$ cat config.mk
export PLATFORM = sky130hd
export DESIGN_NAME = ir_fetch
export DESIGN_NICKNAME = d
export VERILOG_FILES = /design/src/rtl/cpu_pkg.sv /design/src/rtl/fetch_wait_timer.sv /design/src/rtl/ir_fetch.sv
export SDC_FILE = /design/constraint.sdc
export NUM_CORES = 1
export LEC_CHECK = 0
export CORE_MARGIN = 2
export CORE_UTILIZATION = 55
export CTS_CLUSTER_DIAMETER = 100
export CTS_CLUSTER_SIZE = 30
export DETAILED_ROUTE_END_ITERATION = 7
export DONT_BUFFER_PORTS = 1
export GPL_ROUTABILITY_DRIVEN = 0
export HOLD_SLACK_MARGIN = 0.05
export PLACE_DENSITY = 0.81
export SLEW_MARGIN = 5
export SYNTH_ARGS = -nofsm -noshare
export SYNTH_HDL_FRONTEND = slang
export SYNTH_SLANG_ARGS = --single-unit
$ cat constraint.sdc
create_clock -name clk -period 1.7 [get_ports clk]
set_input_delay 0.17 -clock clk [delete_from_list [all_inputs] [get_ports clk]]
set_output_delay 0.17 -clock clk [all_outputs]
set_load 0.02 [all_outputs]
$ cat src/rtl/cpu_pkg.sv
// Shared CPU definitions: fetch FSM encoding, opcode constants, reset/timeout word.
package cpu_pkg;

    typedef enum logic [2:0] {
        ST_IDLE  = 3'd0,
        ST_REQ   = 3'd1,
        ST_WAIT  = 3'd2,
        ST_LATCH = 3'd3,
        ST_HOLD  = 3'd4
    } fetch_state_t;

    localparam logic [3:0]  OP_JMP   = 4'h8;
    localparam logic [3:0]  OP_JZE   = 4'h9;
    localparam logic [3:0]  OP_JNE   = 4'hA;
    localparam logic [3:0]  OP_JCY   = 4'hB;
    localparam logic [3:0]  OP_BSR   = 4'hE;
    localparam logic [15:0] NOP_WORD = 16'h0000;

    // Conditional jumps need a second PC evaluation cycle.
    function automatic logic is_cond_jump(input logic [3:0] op);
        return (op == OP_JZE) || (op == OP_JNE) || (op == OP_JCY);
    endfunction

endpackage

$ cat src/rtl/fetch_wait_timer.sv
// Memory wait-cycle counter with limit compare used for fetch timeouts.
module fetch_wait_timer (
    input  logic       clk,
    input  logic       rst,
    input  logic       clear,
    input  logic       count,
    input  logic [3:0] limit,
    output logic       expired
);

    logic [3:0] r_cnt;

    // Counter: cleared outside waits, advances once per waiting cycle.
    always_ff @(posedge clk) begin
        if (rst) begin
            r_cnt <= 4'd0;
        end else if (clear) begin
            r_cnt <= 4'd0;
        end else if (count) begin
            r_cnt <= r_cnt + 4'd1;
        end else begin
            r_cnt <= r_cnt;
        end
    end

    assign expired = (r_cnt == limit);

endmodule

$ cat src/rtl/ir_fetch.sv
// Instruction fetch stage: reads program memory at PC, loads IR, and
// strobes the PC stage (twice for conditional jumps). Timeouts load a NOP
// and raise a sticky fault while fetching carries on.
module ir_fetch #(
    parameter int unsigned WAIT_MAX = 15,
    parameter logic [15:0] NOP_WORD = cpu_pkg::NOP_WORD
) (
    input  logic        clk,
    input  logic        rst,
    input  logic        en,
    input  logic [11:0] PC,
    output logic [11:0] mem_addr,
    output logic        mem_rd,
    input  logic [15:0] mem_data,
    input  logic        mem_ack,
    output logic [15:0] IR,
    output logic        ir_valid,
    output logic        pc_en,
    output logic        busy,
    output logic        fault
);

    import cpu_pkg::*;

    localparam logic [3:0] LP_LIMIT = WAIT_MAX[3:0];

    fetch_state_t r_state;
    logic [15:0]  r_ir;
    logic [11:0]  r_addr;
    logic         r_rd;
    logic         r_valid;
    logic         r_pc_en;
    logic         r_busy;
    logic         r_fault;

    logic         w_count;
    logic         w_clear;
    logic         w_expired;

    // The counter runs while a request is outstanding without an ack; it
    // reads 1 in the first WAIT cycle, so it equals the WAIT cycle number.
    assign w_count = ((r_state == ST_REQ) && !mem_ack) ||
                     ((r_state == ST_WAIT) && !mem_ack && !w_expired);
    assign w_clear = !w_count;

    fetch_wait_timer u_timer (
        .clk     (clk),
        .rst     (rst),
        .clear   (w_clear),
        .count   (w_count),
        .limit   (LP_LIMIT),
        .expired (w_expired)
    );

    // Fetch FSM with all outputs registered; ack is checked before timeout.
    always_ff @(posedge clk) begin
        if (rst) begin
            r_state <= ST_IDLE;
            r_ir    <= NOP_WORD;
            r_addr  <= 12'h000;
            r_rd    <= 1'b0;
            r_valid <= 1'b0;
            r_pc_en <= 1'b0;
            r_busy  <= 1'b0;
            r_fault <= 1'b0;
        end else begin
            r_valid <= 1'b0;
            r_pc_en <= 1'b0;
            case (r_state)
                ST_IDLE: begin
                    if (en) begin
                        r_addr  <= PC;
                        r_rd    <= 1'b1;
                        r_busy  <= 1'b1;
                        r_state <= ST_REQ;
                    end else begin
                        r_state <= ST_IDLE;
                    end
                end
                ST_REQ, ST_WAIT: begin
                    if (mem_ack) begin
                        r_ir    <= mem_data;
                        r_rd    <= 1'b0;
                        r_valid <= 1'b1;
                        r_pc_en <= 1'b1;
                        r_state <= ST_LATCH;
                    end else if ((r_state == ST_WAIT) && w_expired) begin
                        r_ir    <= NOP_WORD;
                        r_fault <= 1'b1;
                        r_rd    <= 1'b0;
                        r_valid <= 1'b1;
                        r_pc_en <= 1'b1;
                        r_state <= ST_LATCH;
                    end else begin
                        r_state <= ST_WAIT;
                    end
                end
                ST_LATCH: begin
                    if (is_cond_jump(r_ir[15:12])) begin
                        r_pc_en <= 1'b1;
                        r_state <= ST_HOLD;
                    end else if (en) begin
                        r_addr  <= PC;
                        r_rd    <= 1'b1;
                        r_state <= ST_REQ;
                    end else begin
                        r_busy  <= 1'b0;
                        r_state <= ST_IDLE;
                    end
                end
                ST_HOLD: begin
                    if (en) begin
                        r_addr  <= PC;
                        r_rd    <= 1'b1;
                        r_state <= ST_REQ;
                    end else begin
                        r_busy  <= 1'b0;
                        r_state <= ST_IDLE;
                    end
                end
                default: begin
                    r_rd    <= 1'b0;
                    r_busy  <= 1'b0;
                    r_state <= ST_IDLE;
                end
            endcase
        end
    end

    assign mem_addr = r_addr;
    assign mem_rd   = r_rd;
    assign IR       = r_ir;
    assign ir_valid = r_valid;
    assign pc_en    = r_pc_en;
    assign busy     = r_busy;
    assign fault    = r_fault;

endmodule

======== Word-level counts from Yosys, hierarchy flattened ========
Index checks and enable logic that the tools add are counted.
word-level totals
  word-level logic and storage cells ...... 68
  input port bits ......................... 32
  register bits ........................... 40
  output and inout bits ................... 33
operators by class
  reduce and logical (&&, ||, !) cells .... 21
  bitwise operators ....................... 3
  add/sub/neg operators ................... 1
  equal/unequal tests ..................... 11
  muxes and demuxes ....................... 23
operator list
  kind                 number
  $mux 16              2
  $mux 12              2
  $pmux 12 s2          1
  $eq 4x4->1 const B   4
  $mux 1               13
  $pmux 3 s3           1
  $reduce_or 2->1      4
  $eq 3x2->1 const B   2
  $reduce_and 2->1     3
  $reduce_and 3->1     2
  $add 4x1->4 const B  1
  $logic_and 1x1->1    4
  $ne 2x2->1 const B   2
  $pmux 1 s4           1
  $reduce_bool 2->1    2
  $eq 3x1->1 const B   1
  $eq 3x3->1 const B   1
  $logic_not 3->1      1
  $logic_or 1x1->1     3
  $mux 3               1
  $ne 3x3->1 const B   1
  $not 1->1            3
  $pmux 1 s3           1
  $logic_not 1->1      2
  $pmux 1 s2           1

======== Depth between registers and ports, before layout ========
Gate-level depths: netlist (run 1).
  depth after elaboration ................. 6
  mapped depth ............................ 6
  gate-level depth less buffers ........... 5

======== Cells and area by module ========
From an unflattened synthesis (run 1), not the netlist that was laid out.
second synthesis, totals
  cell total of the unflattened synthesis .. 193
  area total of the unflattened synthesis .. 1783.0 µm²
modules (own cells, without submodules)
  module            seq. area each (µm²)  times used  cells each  area each (µm²)
  ir_fetch          720.7                 1           171         1564.0
  fetch_wait_timer  80.1                  1           22          219.0

======== Worst setup path before layout (run 1) ========
Ideal clock, no wire load.
  kind .................................... reg-to-reg
  start ................................... register r_ir[14], in the netlist IR[14]
  end ..................................... register r_addr[10], in the netlist mem_addr[10]
  data arrival time ....................... 1.412 ns
  setup time .............................. 0.072 ns
  required time ........................... 1.628 ns
  buffers on the path ..................... 1
  period minus slack after synthesis ...... 1.484 ns
  stages on the path, launching flop included .. 6
  path slack .............................. 0.216 ns
  cells stage by stage .................... dfxtp_1 nand2b_1 o2111ai_1 a21oi_2 buf_6 mux2i_1
on the way
  cells in the longest elaborated chain, start to end .. 5
  elaborated cells between the ends (all ways) .. 7
  those cells by class .................... 4 x eq/ne; 3 x reduce/logical
RTL lines
  element                         line             source
  from (decl)                     ir_fetch.sv:28   logic [15:0] r_ir;
  from (signal assigned)          ir_fetch.sv:82   r_ir <= mem_data;
  $eq 4x4->1                      cpu_pkg.sv:21    return (op == OP_JZE) || (op == OP_JNE) || (op == OP_JCY);
  $logic_or 1x1->1                cpu_pkg.sv:21
  $logic_or 1x1->1 (*)            cpu_pkg.sv:21
  $ne 2x2->1 (no line) (*)        --
  $reduce_and 2->1 (no line) (*)  --
  to (signal assigned)            ir_fetch.sv:60   r_addr <= 12'h000;
  to (signal assigned)            ir_fetch.sv:72   r_addr <= PC;
  to (signal assigned)            ir_fetch.sv:103  r_addr <= PC;
  to (decl)                       ir_fetch.sv:29   logic [11:0] r_addr;
Every way passes the cells marked *; elsewhere a longest branch is shown, timed or not.
A chain may end at the register's enable or synchronous reset.

======== Worst setup path in the final report (run 1) ========
  start ................................... register r_state[0]
  end ..................................... register r_ir[10], in the netlist IR[10]
on the way
  cells in the longest elaborated chain, start to end .. 4
  elaborated cells between the ends (all ways) .. 6
  those cells by class .................... 2 x eq/ne; 4 x reduce/logical
RTL lines
  element                         line                            source
  from (decl)                     ir_fetch.sv:27                  fetch_state_t r_state;
  from (signal assigned)          ir_fetch.sv:58                  r_state <= ST_IDLE;
  from (signal assigned)          ir_fetch.sv:75                  r_state <= ST_REQ;
  from (signal assigned)          ir_fetch.sv:77                  r_state <= ST_IDLE;
  $eq 3x2->1                      ir_fetch.sv:69, ir_fetch.sv:87
  $logic_and 1x1->1               ir_fetch.sv:87                  end else if ((r_state == ST_WAIT) && w_expired) begin
  $reduce_bool 2->1 (no line)     --
  $reduce_and 2->1 (no line) (*)  --
Marked as above.

==> metrics.md, run 1 <==
| Metric | Value |
|---|---|
| Status | `finished clean` |
| Highest attainable clock frequency | `around 640 MHz` |
| Post-detailed-placement half-perimeter wirelength | `roughly 2400 um` |
| Source of the worst register-to-register timing path | `r_state[0]$_SDFF_PP0_` |
| Required time of the critical path | `1950 ps` |
| Number of buffers created by CTS | `5` |
| Number of global-route vias before repair | `1359` |
| Largest net degree at the start of global routing | `46` |
| Setup repair after global routing missed its margin | `false` |
| Crit path capture type | `flop` |
| Metal3 WL | `323 um` |
| I/O pin cnt | `65` |
| Worst Hold Launch | `mem_ack` |
| Biggest fanout along the worst timing path | `16` |
| Bufs on Longest Clock Path | `2` |
| Number of routed nets with antenna violations | `0` |
| 1st-pass router iterations | `4` |
| Number of instances in the synthesized netlist | `about 170` |
| Number of synthesis warnings | `0` |
| Worst Setup SP | `r_state[0]$_SDFF_PP0_` |
| Number of failing hold endpoints at the final stage | `0` |
| Synthesized area per cell | `10.1 um^2` |
| Clock latency of the later-clocked register in the worst-skew pair | `350 ps` |
| Antenna diode instance count | `0` |
| Post-layout min period | `roughly 1600 ps` |
| CTS Root Cell | `sky130_fd_sc_hd__clkbuf_4` |
| H-tree Lvls | `2` |
| Area growth from synthesis to final layout | `25.3%` |
| Row Count | `20` |
| Count of nets after finishing | `approximately 240` |
| Power per Cell Area | `1080 nW/um^2` |
| Area of the die | `3630 um^2` |
| First-pass GRT wire length | `between 5000 and 6000 um` |
| Data arrival at the endpoint of the critical path | `1820 ps` |
| Tcrit/Tclk final | `0.924` |
| Share of the synthesized area in the top cell type | `0.460` |
| Count of different cell masters after synthesis | `37` |
| All-layer global routing usage | `0.221` |
| Ratio of routed vias to standard cells | `5.44` |
| Drt drc | `0` |
| Overall power | `2.36 mW` |
| Standard cell core area | `around 3000 um^2` |
| DR vias | `1366` |
| Area of the mapped netlist | `1740 um^2` |
| Max-slew violation count | `0` |
| Critical path class | `flop to flop` |
| Net count of the mapped netlist | `205` |
| Cell taking the most area after synthesis | `sky130_fd_sc_hd__dfxtp_1` |
| Setup clock skew after layout | `14.1 ps` |
| Initial antenna violation count | `0` |
| Highest routed metal layer | `met4` |
| Count of flip-flops with a built-in enable after synthesis | `0` |
| Starting Density | `0.574` |
| Main flop type after synthesis | `sky130_fd_sc_hd__dfxtp_1` |
| Maximum vdd ir drop | `between 0.0005 and 0.0006 V` |
| Slew at the pin closest to its max-slew limit | `492 ps` |
| Routed len/inst | `15.8 um` |
| Clk pin slew, worst setup/hold paths | `130 ps` |
| Share of flip-flops with an asynchronous set or reset after synthesis | `0` |
| Die extent in x | `60.2 um` |
| Fin area | `2180 um^2` |
| Gr ovfl total | `0` |
| Proportion of layout cells with a drive suffix above 1 | `0.174` |
| Count of input and output buffers | `0` |
| Routed wire length on met2 | `2080 um` |
| Proportion of synthesized chip area in sequential cells | `0.460` |
| Tightest slew margin relative to the limit | `0.669` |
| Dpl cell area | `1760 um^2` |
| Largest cells by area after synthesis | `sky130_fd_sc_hd__dfxtp_1 (46%), sky130_fd_sc_hd__nand2b_1 (9.4%), sky130_fd_sc_hd__a22oi_2 (7.2%), sky130_fd_sc_hd__mux2i_1 (6.9%), sky130_fd_sc_hd__nor2_1 (5.6%)` |
| Total setup violations reported at the end of the flow | `0` |
| Max-capacitance violation count | `0` |
| Die boundary height | `approximately 60 um` |
| TritonCTS clock tree | `built` |
| Sum of routed wire segments on met1 | `1520 um` |
| FF+latch count, synth | `40` |
| Worst min path class | `input pin to flop` |
| Number of DRC violations after detailed-routing iteration 0 | `52` |
| Kind of start point of the critical path | `flop` |
| Number of sinks on the clock net | `40` |
| Static power due to leakage | `0.821 nW` |
| Final wirelength | `3950 um` |
## worst max-delay path: stages (launching register included)
cell and delay [ps]:
sky130_fd_sc_hd__dfxtp_1 440, sky130_fd_sc_hd__or3b_1 450, sky130_fd_sc_hd__o32a_4 310, sky130_fd_sc_hd__a22oi_1 210, sky130_fd_sc_hd__nor2_1 60
## metrics by stage
stage | setup TNS (ps) | setup WS (ps) | hold slack, ps | std cells | util
2_1_floorplan | 0 | 216 | 308 | 172 | -
3_3_place_gp | 0 | 116 | 247 | 210 | 0.583
3_5_place_dp | -152 | -38.9 | 249 | 210 | 0.583
4_1_cts | 0 | 69.3 | 65.4 | 251 | 0.719
5_1_grt | 0 | 42.2 | 64.8 | 251 | 0.719
6_report | 0 | 130 | 71.8 | 251 | 0.719
## placed cells by master (no fill, tap or decap), types with 2 or more instances in the layout
master | netlist | layout
sky130_fd_sc_hd__nor2_1 | 26 | 26
sky130_fd_sc_hd__nand3_1 | 2 | 2
sky130_fd_sc_hd__buf_4 | 0 | 7
sky130_fd_sc_hd__a22oi_1 | 6 | 6
sky130_fd_sc_hd__dfxtp_1 | 40 | 39
sky130_fd_sc_hd__clkbuf_4 | 0 | 5
sky130_fd_sc_hd__o2111ai_1 | 2 | 2
sky130_fd_sc_hd__inv_1 | 4 | 4
sky130_fd_sc_hd__nand2_1 | 3 | 3
sky130_fd_sc_hd__a22oi_2 | 10 | 10
sky130_fd_sc_hd__or2_2 | 2 | 2
sky130_fd_sc_hd__buf_12 | 0 | 2
sky130_fd_sc_hd__dlygate4sd3_1 | 0 | 29
sky130_fd_sc_hd__nand2b_1 | 26 | 26
sky130_fd_sc_hd__a21oi_1 | 3 | 3
sky130_fd_sc_hd__o21ai_0 | 4 | 4
sky130_fd_sc_hd__mux2i_1 | 12 | 12
## synth_stat cells, drive strengths merged (3+ instances only)
cell	count
a21oi	4
a22oi	16
mux2i	12
or2	3
nand2	3
dfxtp	40
nor2	26
nand2b	26
inv	4
buf	6
o21ai	4
clkbuf	5
## flip-flops by register name, indices dropped and copies added (netlist names)
signal	flops
IR	16
busy	1
fault	1
ir_valid	1
mem_addr	12
mem_rd	1
pc_en	1
r_state	3
u_timer.r_cnt	4
## layer usage
metal,track usage,up-vias
met5,0,-
met4,0.0921,0
met3,0.0758,7
met2,0.407,56
met1,0.222,638
li1,-,665
## kinds of logic after synthesis
kind of cell               after synthesis  synth area share
DFF                                     40             0.460
buffers and inverters                   15            0.0547
adders and majority gates                1           0.00719
muxes                                   12            0.0691
AOI/OAI and AO/OA                       33             0.176
and+or+nand+nor                         68             0.214
xor gates and xnor gates                 3            0.0194
## worst paths after layout
path / slack, ps / endpoint / cells after the start
setup reg to reg: 130 / IR[10]$_SDFFE_PP0P_ / 4
hold / removal: 70 / mem_rd$_SDFFE_PP0P_ / 3
hold reg to reg: 460 / u_timer.r_cnt[0]$_SDFF_PP0_ / 1
setup / recovery: 130 / IR[10]$_SDFFE_PP0P_ / 4
## power by group
part	internal, mW	switching [mW]	leakage (nW)	total (mW)
registers	1.03	0.177	0.327	1.21
logic	0.268	0.250	0.453	0.518
clock network	0.307	0.320	0.0412	0.627
## what timing repair did
action / 4_1_cts / 5_1_grt
resized for setup: 0 / 1
endpoints found under the hold margin: 36 / 0
pin swaps: 1 / 0
buffers inserted: 3 / 0
setup endpoints to repair: 11 / 5
hold buffers: 30 / 0
## cell type report
cell class,count,area [um^2]
clock buffers,5,37.5
clock inverters,3,42.5
fillers,217,850
inverters,4,15.0
multi-input cells,117,843
flip-flops and latches,40,802
well taps,44,55.1
repair buffers,38,383
Power figures use the tool's default switching activity.
==> run 2, diff against run 1 <==
CELL_PAD_IN_SITES_DETAIL_PLACEMENT = 0   (was default)
CELL_PAD_IN_SITES_GLOBAL_PLACEMENT = 1   (was default)
CORE_UTILIZATION = 45   (was 55)
GPL_TIMING_DRIVEN = 0   (was default)
PLACE_DENSITY = 0.87   (was 0.81)
SLEW_MARGIN = 20   (was 5)
==> metrics.md, run 2 (synthesis results as in run 1) <==
| Metric | Value |
|---|---|
| Area occupied by multi-input gates | `846 um^2` |
| Final wirelength | `3770 um` |
| Endpoint of the most critical register-to-register path | `r_state[0]$_SDFF_PP0_` |
| Worst Hold Launch | `PC[7]` |
| Count of cells along the worst hold path | `2` |
| Routed len/inst | `~15 um` |
| Setup repair after global routing missed its margin | `false` |
| Layout fillers | `~320` |
| Top library cells by usage in the layout, fill and taps aside | `sky130_fd_sc_hd__dfxtp_1 (39), sky130_fd_sc_hd__nand2b_1 (26), sky130_fd_sc_hd__nor2_1 (25), sky130_fd_sc_hd__dlygate4sd3_1 (25), sky130_fd_sc_hd__mux2i_1 (12)` |
| Core occupancy in the finished layout | `0.585` |
| Number of global-route vias before repair | `between 1000 and 1500` |
| Tightest slew margin relative to the limit | `0.699` |
| CTS Root Cell | `sky130_fd_sc_hd__clkbuf_8` |
| Biggest fanout along the worst timing path | `4` |
| DR vias | `around 1400` |
| Maximum vdd ir drop | `0.000405 V` |
| Largest net degree at the start of global routing | `14` |
| Area of the die | `between 4000 and 5000 um^2` |
| Max-capacitance violation count | `0` |
| Setup clock skew after layout | `between 8 and 9 ps` |
| Crit path capture type | `flop` |
| FF-to-FF setup slack | `100 ps` |
| Ratio of routed vias to standard cells | `5.38` |
| Bufs on Longest Clock Path | `2` |
| Number of failing hold endpoints at the final stage | `0` |
| Tcrit/Tclk final | `0.944` |
| Number of DRC violations after detailed-routing iteration 0 | `46` |
| Drt drc | `0` |
| Worst min path class | `input pin to flop` |
| TritonCTS clock tree | `built` |
| Data arrival at the endpoint of the critical path | `1780 ps` |
| Post-layout min period | `1600 ps` |
| Initial antenna violation count | `0` |
| Flip-flop count of the largest register, all copies and words added | `16` |
| Required time of the critical path | `1880 ps` |
| Area growth from synthesis to final layout | `24.1%` |
| Worst hold slack | `55.2 ps` |
| First-pass GRT wire length | `6120 um` |
| Number of buffers created by CTS | `5` |
| Antenna diode instance count | `0` |
| Source of the worst register-to-register timing path | `IR[15]$_SDFFE_PP0P_` |
| Row Count | `22` |
| Area occupied by registers | `802 um^2` |
| All-layer global routing usage | `0.185` |
| Gr ovfl total | `0` |
| Count of nets after finishing | `238` |
| Critical path class | `flop to flop` |
| Number of sinks on the clock net | `40` |
| Overall power | `2.38 mW` |
| Post-detailed-placement half-perimeter wirelength | `between 2000 and 3000 um` |
| H-tree Lvls | `2` |
| Kind of start point of the critical path | `flop` |
| Highest attainable clock frequency | `623 MHz` |
| Leading cell type in the layout, fill and taps excluded | `sky130_fd_sc_hd__dfxtp_1` |
| I/O pin cnt | `65` |
| Status | `finished clean` |
| Clk pin slew, worst setup/hold paths | `about 70 ps` |
| Depth of the worst register-to-register path | `5` |
| Power per Cell Area | `1100 nW/um^2` |
| Static power due to leakage | `about 0.80 nW` |
| Total setup violations reported at the end of the flow | `0` |
| Standard cell core area | `3690 um^2` |
| Starting Density | `0.472` |
| Count of input and output buffers | `0` |
| Hold EP | `mem_addr[7]$_SDFFE_PP0P_` |
| Clock latency of the later-clocked register in the worst-skew pair | `290 ps` |
| Number of routed nets with antenna violations | `0` |
| Proportion of layout cells with a drive suffix above 1 | `0.170` |
| Die extent in x | `66.2 um` |
| Slew at the pin closest to its max-slew limit | `451 ps` |
| 1st-pass router iterations | `4` |
| Max-slew violation count | `0` |
| Die boundary height | `66.2 um` |
-- run 2: area by class of cell --
class                      count  share of cell area
multi-input combinational    117               0.392
sequential                    40               0.372
timing repair buffer          26               0.119
clock buffer                   6              0.0383
buffer                        11              0.0371
tap                           48              0.0278
clock inverter                 2             0.00696
inverter                       4             0.00696
-- run 2: worst max-delay path by stage --
stage	to	slack, ps	start	depth (start not counted)
floorplan	mem_addr[10]$_SDFFE_PP0P_	220	IR[14]$_SDFFE_PP0P_	5
global placement	mem_addr[6]$_SDFFE_PP0P_	-6	IR[14]$_SDFFE_PP0P_	5
detailed placement	mem_addr[7]$_SDFFE_PP0P_	-40	IR[14]$_SDFFE_PP0P_	5
CTS	mem_addr[7]$_SDFFE_PP0P_	40	IR[14]$_SDFFE_PP0P_	5
global route	mem_addr[7]$_SDFFE_PP0P_	70	IR[14]$_SDFFE_PP0P_	5
finish	r_state[0]$_SDFF_PP0_	100	IR[15]$_SDFFE_PP0P_	5
-- run 2: power breakdown --
group | total [mW] | internal, mW | switching, mW
Clock | 0.660 | 0.328 | 0.331
Combinational | 0.513 | 0.260 | 0.253
Sequential | 1.21 | 1.03 | 0.172
-- run 2: timing repair --
action                     CTS  global route
setup endpoints to repair   10             8
hold buffers                25             0
pin swaps                    1             0
resized for setup            0             2
buffers inserted             1             0
hold endpoints to repair    25             0
-- run 2: through the flow --
step / cells / setup slack (ps) / area [um^2] / setup TNS [ps]
2_1_floorplan: 172 / 216 / 1740 / 0
3_3_place_gp: 220 / -5.87 / 1800 / -46.5
3_5_place_dp: 220 / -44.1 / 1800 / -264
4_1_cts: 254 / 44.4 / 2150 / 0
5_1_grt: 254 / 65.5 / 2160 / 0
6_report: 254 / 95.8 / 2160 / 0
-- run 2: layer usage --
metal / vias to the layer above / share of wire / track usage
li1: 660 / - / -
met1: 619 / 0.42 / 0.224
met2: 72 / 0.48 / 0.310
met3: 15 / 0.090 / 0.0596
met4: 0 / 0.018 / 0.0612
met5: - / 0 / 0
-- run 2: worst max-delay path, stage by stage (launching register included) --
cell and delay (ps):
sky130_fd_sc_hd__dfxtp_1 480, sky130_fd_sc_hd__nand2b_1 200, sky130_fd_sc_hd__o2111ai_1 290, sky130_fd_sc_hd__a21oi_2 120
sky130_fd_sc_hd__buf_4 170, sky130_fd_sc_hd__o31a_1 240
==> run 3, diff against run 2 <==
==> constraint.sdc (replaced) <==
create_clock -name clk -period 1.7 [get_ports clk]
set_input_delay 0.34 -clock clk [delete_from_list [all_inputs] [get_ports clk]]
set_output_delay 0.34 -clock clk [all_outputs]
set_load 0.02 [all_outputs]
==> metrics.md, run 3 (synthesis results as in run 1) <==
| Metric | Value |
|---|---|
| Status | `finished clean` |
| Switch share | `0.318` |
| Bufs on Longest Clock Path | `2` |
| Combinational power share | `0.197` |
| Number of sinks on the clock net | `40` |
| Gr ovfl total | `0` |
| Count of input and output buffers | `0` |
| Tcrit/Tclk final | `0.923` |
| Power per Cell Area | `1220 nW/um^2` |
| Die extent in x | `66.2 um` |
| Crit path capture type | `flop` |
| All-layer global routing usage | `0.172` |
| Antenna diode instance count | `0` |
| H-tree Lvls | `2` |
| Total setup violations reported at the end of the flow | `0` |
| Total Negative Setup Slacks | `0 ps` |
| Clk pin slew, worst setup/hold paths | `approximately 80 ps` |
| Max-capacitance violation count | `0` |
| Setup clock skew after layout | `7.30 ps` |
| Leading cell type in the layout, fill and taps excluded | `sky130_fd_sc_hd__dfxtp_1` |
| Area growth from synthesis to final layout | `9.71%` |
| Row Count | `22` |
| Post-layout min period | `1570 ps` |
| Required time of the critical path | `1880 ps` |
| Die boundary height | `66.2 um` |
| Area of the die | `4380 um^2` |
| Number of DRC violations after detailed-routing iteration 0 | `43` |
| Largest net degree at the start of global routing | `14` |
| Ratio of routed vias to standard cells | `approximately 5.5` |
| Cell Chain, Critical Path | `nand2b_1 -> o2111ai_1 -> a21oi_2 -> buf_4 -> o31a_1` |
| Setup repair after global routing missed its margin | `false` |
| Clock Power Share | `0.284` |
| Starting Density | `0.472` |
| Data arrival at the endpoint of the critical path | `1750 ps` |
| Count of hold buffers inserted by post-cts repair | `0` |
| Power spent charging and discharging nets | `roughly 0.74 mW` |
| Proportion of layout cells with a drive suffix above 1 | `0.193` |
| Initial antenna violation count | `0` |
| Tightest slew margin relative to the limit | `0.698` |
| Post-detailed-placement half-perimeter wirelength | `2630 um` |
| Slew at the pin closest to its max-slew limit | `around 450 ps` |
| Standard cell core area | `3690 um^2` |
| Count of nets after finishing | `213` |
| Slowest cell on crit path | `sky130_fd_sc_hd__dfxtp_1` |
| Final wirelength | `approximately 3400 um` |
| Routed len/inst | `15.0 um` |
| Maximum vdd ir drop | `0.000492 V` |
| I/O pin cnt | `65` |
| Critical path class | `flop to flop` |
| TritonCTS clock tree | `built` |
| Clock latency of the later-clocked register in the worst-skew pair | `290 ps` |
| Static power due to leakage | `about 0.7 nW` |
| Sequential share of power | `0.519` |
| Biggest fanout along the worst timing path | `4` |
| Number of buffers created by CTS | `5` |
| Number of failing hold endpoints at the final stage | `0` |
| Maximum cell stage delay along the critical path | `480 ps` |
| Drt drc | `0` |
| Worst min path class | `input pin to flop` |
| Worst hold slack | `191 ps` |
| Worst slack at placement | `-44.1 ps` |
| Worst setup slack after layout | `130 ps` |
| Flip-flop count of the largest register, all copies and words added | `16` |
| First-pass GRT wire length | `5680 um` |
| Internal | `1.58 mW` |
| 1st-pass router iterations | `4` |
| Max-slew violation count | `0` |
| CTS Root Cell | `sky130_fd_sc_hd__clkbuf_8` |
| Kind of start point of the critical path | `flop` |
| Highest attainable clock frequency | `637 MHz` |
| Number of routed nets with antenna violations | `0` |
| DR vias | `1253` |
| Number of global-route vias before repair | `approximately 1300` |
| Top library cells by usage in the layout, fill and taps aside | `sky130_fd_sc_hd__dfxtp_1 (39), sky130_fd_sc_hd__nand2b_1 (26), sky130_fd_sc_hd__nor2_1 (25)` |
-- run 3: stage by stage --
| stage | power, mW | instance area (um^2) | utilization | instances |
|---|---|---|---|---|
| 3_3_place_gp | 1.66 | 1800 | 0.488 | 220 |
| 2_1_floorplan | 1.59 | 1740 | - | 172 |
| 4_1_cts | 2.35 | 1900 | 0.516 | 229 |
| 6_report | 2.32 | 1910 | 0.517 | 229 |
| 3_5_place_dp | 1.68 | 1800 | 0.488 | 220 |
| 5_1_grt | 2.45 | 1910 | 0.517 | 229 |
-- run 3: critical path, delay by kind of cell (launching register included) --
family	cells	cell delay (ps)
AOI/OAI and AO/OA	3	610
buffers and inverters	1	170
DFF	1	480
and+or+nand+nor	1	200
-- run 3: cell type report --
cell class / count / area [um^2]
Fill cell: 344 / 1780
Multi-Input combinational cell: 117 / 846
Sequential cell: 40 / 802
Clock buffer: 6 / 82.6
Buffer: 11 / 80.1
Tap cell: 48 / 60.1
Clock inverter: 2 / 15.0
Inverter: 4 / 15.0
Timing Repair Buffer: 1 / 7.51
-- run 3: path summary, 6_finish.rpt --
| kind | endpoint | slack (ps) | start | cells after the start |
|---|---|---|---|---|
| worst max-delay path | r_state[0]$_SDFF_PP0_ | 130 | IR[15]$_SDFFE_PP0P_ | 5 |
| worst min register to register | u_timer.r_cnt[0]$_SDFF_PP0_ | 470 | u_timer.r_cnt[0]$_SDFF_PP0_ | 1 |
| worst min-delay path | mem_addr[6]$_SDFFE_PP0P_ | 190 | PC[6] | 2 |
| worst max register to register | r_state[0]$_SDFF_PP0_ | 130 | IR[15]$_SDFFE_PP0P_ | 5 |
-- run 3: routing by layer --
layer	routed length, um	vias up	track usage
met1	1410	578	0.216
met2	1610	59	0.270
met5	0	-	0
met3	359	7	0.0630
li1	-	609	-
met4	53	0	0.0612
-- run 3: timing repair --
action                     4_1_cts  5_1_grt
resized for setup                0        2
setup endpoints to repair       10        6
pin swaps                        1        0
hold endpoints to repair         0        0
setup buffers                    1        0
-- run 3: power by group through the flow --
stage	Clock [mW]	Combinational, mW	Sequential (mW)
after floorplan	0	0.386	1.21
after global routing	0.727	0.510	1.22
after global placement	0	0.432	1.22
after detailed placement	0	0.450	1.23
after CTS	0.683	0.460	1.21
final	0.660	0.458	1.20
